**config.mk**
```make
export PLATFORM = sky130hd
export DESIGN_NAME = branch_resolve_unit
export DESIGN_NICKNAME = d
export VERILOG_FILES = /design/src/rtl/branch_resolve_unit_pkg.sv /design/src/rtl/branch_resolve_unit_cond.sv /design/src/rtl/branch_resolve_unit.sv
export SDC_FILE = /design/constraint.sdc
export NUM_CORES = 1
export LEC_CHECK = 0
export CAP_MARGIN = 10
export CORE_MARGIN = 5
export CORE_UTILIZATION = 60
export DETAILED_ROUTE_END_ITERATION = 6
export DONT_BUFFER_PORTS = 1
export PLACE_DENSITY = 0.77
export REMOVE_ABC_BUFFERS = 1
export SYNTH_ARGS = -nofsm -noshare
export SYNTH_HDL_FRONTEND = slang
export SYNTH_HIERARCHICAL = 1
export SYNTH_SLANG_ARGS = --single-unit
export TNS_END_PERCENT = 30
```
**constraint.sdc**
```tcl
create_clock -name clk -period 3.1 [get_ports clk]
set_input_delay 0.62 -clock clk [delete_from_list [all_inputs] [get_ports clk]]
set_output_delay 0.62 -clock clk [all_outputs]
set_load 0.02 [all_outputs]
```
**src/rtl/branch_resolve_unit_pkg.sv**
```systemverilog
// rtl/branch_resolve_unit_pkg.sv - shared encodings for the branch resolve stage
package branch_resolve_unit_pkg;

  localparam int XLEN_DEFAULT = 32;

  localparam logic [2:0] F3_BEQ  = 3'b000;
  localparam logic [2:0] F3_BNE  = 3'b001;
  localparam logic [2:0] F3_BLT  = 3'b100;
  localparam logic [2:0] F3_BGE  = 3'b101;
  localparam logic [2:0] F3_BLTU = 3'b110;
  localparam logic [2:0] F3_BGEU = 3'b111;

  typedef enum logic [1:0] {
    OPC_NONE,
    OPC_BRANCH,
    OPC_JAL,
    OPC_JALR
  } op_class_e;

  typedef enum logic {
    ST_EMPTY,
    ST_FULL
  } brs_state_e;

endpackage

```
**src/rtl/branch_resolve_unit_cond.sv**
```systemverilog
// rtl/branch_resolve_unit_cond.sv - combinational branch condition evaluator
module branch_cond
  import branch_resolve_unit_pkg::*;
#(
  parameter int XLEN = XLEN_DEFAULT
) (
  input  logic [2:0]      funct3,
  input  logic [XLEN-1:0] rs1,
  input  logic [XLEN-1:0] rs2,
  output logic            taken_cond,
  output logic            illegal
);

  // Decode funct3 into the six compares; reserved encodings flag illegal and never take.
  always_comb begin
    taken_cond = 1'b0;
    illegal    = 1'b0;
    case (funct3)
      F3_BEQ:  taken_cond = (rs1 == rs2);
      F3_BNE:  taken_cond = (rs1 != rs2);
      F3_BLT:  taken_cond = ($signed(rs1) <  $signed(rs2));
      F3_BGE:  taken_cond = ($signed(rs1) >= $signed(rs2));
      F3_BLTU: taken_cond = (rs1 <  rs2);
      F3_BGEU: taken_cond = (rs1 >= rs2);
      default: illegal    = 1'b1;
    endcase
  end

endmodule

```
**src/rtl/branch_resolve_unit.sv**
```systemverilog
// rtl/branch_resolve_unit.sv - registered branch/jump resolution with mispredict detection
module branch_resolve_unit
  import branch_resolve_unit_pkg::*;
#(
  parameter int XLEN  = XLEN_DEFAULT,
  parameter int CNT_W = 16
) (
  input  logic             clk,
  input  logic             rst_n,
  input  logic             flush,
  input  logic             in_valid,
  output logic             in_ready,
  input  logic             op_branch,
  input  logic             op_jal,
  input  logic             op_jalr,
  input  logic [2:0]       funct3,
  input  logic [XLEN-1:0]  rs1,
  input  logic [XLEN-1:0]  rs2,
  input  logic [XLEN-1:0]  pc,
  input  logic [XLEN-1:0]  imm,
  input  logic             pred_taken,
  input  logic [XLEN-1:0]  pred_target,
  output logic             out_valid,
  input  logic             out_ready,
  output logic             taken,
  output logic [XLEN-1:0]  target,
  output logic [XLEN-1:0]  link,
  output logic             mispredict,
  output logic [XLEN-1:0]  redirect_pc,
  output logic             illegal,
  output logic             misalign,
  output logic [CNT_W-1:0] mispred_cnt
);

  brs_state_e      state_q, state_d;
  op_class_e       op_class;
  logic            taken_cond, illegal_cond;
  logic            taken_c, illegal_c, misalign_c, mispred_c;
  logic [XLEN-1:0] target_c, link_c;
  logic            capture;

  branch_cond #(.XLEN(XLEN)) u_cond (
    .funct3     (funct3),
    .rs1        (rs1),
    .rs2        (rs2),
    .taken_cond (taken_cond),
    .illegal    (illegal_cond)
  );

  // Collapse the one-hot op flags into a single class for target selection.
  always_comb begin
    op_class = OPC_NONE;
    if (op_jalr)        op_class = OPC_JALR;
    else if (op_jal)    op_class = OPC_JAL;
    else if (op_branch) op_class = OPC_BRANCH;
  end

  // Resolve outcome, target and mispredict; trap cases (illegal/misalign) never redirect.
  always_comb begin
    link_c    = pc + XLEN'(4);
    illegal_c = (op_class == OPC_BRANCH) && illegal_cond;
    taken_c   = 1'b0;
    target_c  = link_c;
    case (op_class)
      OPC_BRANCH: begin
        taken_c  = taken_cond && !illegal_cond;
        target_c = pc + imm;
      end
      OPC_JAL: begin
        taken_c  = 1'b1;
        target_c = pc + imm;
      end
      OPC_JALR: begin
        taken_c  = 1'b1;
        target_c = (rs1 + imm) & ~XLEN'(1);
      end
      default: ;
    endcase
    misalign_c = taken_c && target_c[1];
    mispred_c  = !(misalign_c || illegal_c) &&
                 ((taken_c != pred_taken) || (taken_c && pred_taken && (target_c != pred_target)));
  end

  assign in_ready  = (state_q == ST_EMPTY) || out_ready;
  assign capture   = in_valid && in_ready && !flush;
  assign out_valid = (state_q == ST_FULL);

  // Occupancy of the one-entry output register.
  always_ff @(posedge clk or negedge rst_n) begin
    if (!rst_n) state_q <= ST_EMPTY;
    else        state_q <= state_d;
  end

  // Next occupancy: flush wins, then capture refills, then a drain empties.
  always_comb begin
    state_d = state_q;
    if (flush)                                state_d = ST_EMPTY;
    else if (capture)                         state_d = ST_FULL;
    else if (state_q == ST_FULL && out_ready) state_d = ST_EMPTY;
  end

  // Result payload; only loaded on capture so it holds while stalled.
  always_ff @(posedge clk or negedge rst_n) begin
    if (!rst_n) begin
      taken       <= 1'b0;
      target      <= '0;
      link        <= '0;
      mispredict  <= 1'b0;
      redirect_pc <= '0;
      illegal     <= 1'b0;
      misalign    <= 1'b0;
    end else if (capture) begin
      taken       <= taken_c;
      target      <= target_c;
      link        <= link_c;
      mispredict  <= mispred_c;
      redirect_pc <= taken_c ? target_c : link_c;
      illegal     <= illegal_c;
      misalign    <= misalign_c;
    end
  end

  // Count mispredicts actually handed downstream; a flushed result is not delivered.
  always_ff @(posedge clk or negedge rst_n) begin
    if (!rst_n)
      mispred_cnt <= '0;
    else if (out_valid && out_ready && mispredict && !flush && (mispred_cnt != '1))
      mispred_cnt <= mispred_cnt + {{(CNT_W-1){1'b0}}, 1'b1};
  end

endmodule

```
==> results of run 1 <==
path summary, 6_finish.rpt:
| kind | start | end | slack (ns) | cells after the start |
|---|---|---|---|---|
| min in group clk | flush | out_valid | 0.26 | 1 |
| worst max register to register | out_valid | mispredict | 0.14 | 12 |
| worst min register to register | redirect_pc[21] | redirect_pc[21] | 0.62 | 2 |
| worst min-delay path | rst_n | mispred_cnt[4] | -0.11 | 0 |
| worst max-delay path | rs2[1] | mispredict | -1.07 | 23 |
| max in group asynchronous | rst_n | redirect_pc[26] | 3.03 | 0 |
power groups by stage:
| stage | registers [mW] | clock network, mW | logic (mW) |
|---|---|---|---|
| after floorplan | 2.34 | 0 | 1.50 |
| after global placement | 2.41 | 0 | 2.56 |
| after detailed placement | 2.42 | 0 | 2.65 |
| after CTS | 2.41 | 2.02 | 2.74 |
| after global routing | 2.44 | 2.11 | 3.11 |
| final | 2.42 | 2.04 | 2.91 |
registers in the layout, summed over array words and instances (netlist names):
signal / cells
redirect_pc: 32
link: 32
out_valid: 1
mispredict: 1
mispred_cnt: 16
taken: 1
misalign: 1
illegal: 1
target: 32
critical path, cell delays in order:
cell	delay, ns
inv_4	0.04
ha_4	0.19
nor2b_4	0.12
o211ai_1	0.17
a21oi_1	0.11
o311a_1	0.38
o311a_1	0.38
nor3_2	0.18
nand3b_1	0.11
nand2_2	0.12
nand2_2	0.07
inv_2	0.08
ha_4	0.20
nand2_2	0.07
a211oi_2	0.04
a2111o_1	0.40
a2111oi_4	0.19
buf_4	0.17
and4_1	0.20
o311a_4	0.18
nand4_1	0.10
nor4_2	0.17
a41oi_1	0.15
final cells by class:
cell class                 instances  area (sq um)
clock buffer                      19           453
clock inverter                    13           148
fill                            1352          4290
inverter                          60           248
multi-input combinational       1289          8980
sequential                       117          2930
tap                              270           338
timing repair buffer             353          2710
cells in the mapped netlist (all sizes together) (18+ instances only):
cell / number / area (sq um)
nand4: 61 / 412
nand3: 48 / 240
dfrtp: 117 / 2930
ha: 99 / 1240
a211oi: 26 / 205
inv: 60 / 225
nor2: 79 / 297
o21a: 18 / 135
xor2: 42 / 368
and3: 24 / 151
o21ai: 125 / 626
nand2: 240 / 903
a21o: 38 / 288
a21oi: 110 / 562
clkbuf: 73 / 324
nor3: 28 / 145
nor4: 19 / 149
xnor2: 48 / 420
layer usage:
layer,wire [um],up-vias,track usage
met2,23300,1084,0.676
met4,2860,0,0.177
met5,0,-,0
met3,6930,254,0.108
li1,-,6351,-
met1,19100,6763,0.538
cells by family after synthesis:
kind of cell    after synthesis  share of synthesized area
simple gates                586                      0.239
compound gates              485                      0.273
buf+inv                     144                     0.0509
flops                       117                      0.241
fa+ha+maj                   101                      0.105
xor+xnor                     93                     0.0709
mux                          24                     0.0208
timing repair:
| action | CTS | global route |
|---|---|---|
| setup endpoints to repair | 24 | 38 |
| pin swaps | 26 | 28 |
| buffers inserted | 3 | 6 |
| gates cloned | 0 | 1 |
| endpoints found under the hold margin | 117 | 117 |
| gates resized for setup | 39 | 43 |
stage by stage:
stage / TNS (ns) / instances
after global routing: -2.51 / 2121
after CTS: -1.40 / 2114
after global placement: -15.97 / 2079
after detailed placement: -19.51 / 2079
final: -1.29 / 2121
after floorplan: -127.90 / 1466
==> out/results.ini, run 1 <==
[cells_and_area]
postLayoutCellArea_sq_mm=0.0158
layout_commonest_cell=buf_4
post-route-util=0.786
n_antenna_cell=0
drive_gt1_frac=0.271
area_growth_pct=30.1
most-common-layout-cells=buf_4, nand2_1, o21ai_0, dfrtp_1, a21oi_1
nets=2111

[clocking]
cts-buffers-inserted=17
cts_max_level=4
cts_root_buffer=clkbuf_16
clkSinkCount=117
cts_tree=done
clockBufferDepth=2
clk_pin_slew_ns=0.06
clock_latency_ns=0.43

[flow_run]
drv_cap=0

[synth]
ys_ff_latch=117
synth_cells=1550
async_reset_ff_frac=1.00
synth-edff-count=0
syn_avg_cell_area_sq_um=7.84
synth_flop_cell=dfrtp_1
yosysSeqAreaShare=0.241
syn-cell-area_sq_mm=0.0122
ys_warn_count=6
synth.distinct_cells=96

[detailed_routing]
viasPerCell=6.81
wire_per_inst_um=24.6
vias=14500
wirelength_um=52100
drc=18
ant_nets=0
drt_first_pass_iters=7
drt_iter0_drc=1747

[global_route]
grt_usage=0.420
grt_pass1_vias=13900
grt_max_degree=118
antenna_found_initial=0
grt_overflow_total=0
grt_pass1_wl_um=78000

[power_and_ir_drop]
ir_worst_vdd_v=0.000391
power.density_mw_per_mm2=466
p_seq_frac=0.328
intPower_mw=4.39
clkPwrFrac=0.277
leakagePower_nw=7.31
switchingPower_mw=2.98
netSwitchingFraction=0.404
power_mw=7.37
combinationalPowerShare=0.395

[timing]
maxSlewViolCount=0
fmax_mhz=240
worst_slew_pin_slew_ns=0.972
fin_crit_sh=1.35
holdWs_ns=-0.113
slew_headroom=0.352
finalSetupViolations=6
fin_crit_ns=4.17
setup_ws_ns=-1.07
hold_violations=117
rsz0062_at_grt=yes
clock_skew_ns=0.00802

[worst_setup_path]
critPathCaptureType=flop
required_ns=3.38
cp-start-kind=input pin
crit_fanout=2
cp.arrival_ns=4.45
worstSetupPathType=input pin to flop

[status]
violations=design-rule violations, negative hold slack, negative setup slack
status=finished, violations left

[floorplan]
die_area_sq_mm=0.0232
dieHeight_um=152
core_sq_mm=0.0201
row_count=52
ios=290
start_util=0.605
die_w_um=152

[placement]
hpwl_um=39800
routabilityCongestion=0.980
dp_slack_ns=-1.74
placedInstanceArea_sq_mm=0.0147
io_buffers=0

[worst_hold_path]
hold_class=input pin to asynchronous set/reset pin

(Power assumes the default switching activity.)
==> run 2: changes to the inputs <==
CTS_CLUSTER_SIZE = 16   (was not set)
==> results of run 2 <==
The final DEF is identical to that of run 1; final timing and power are the same.
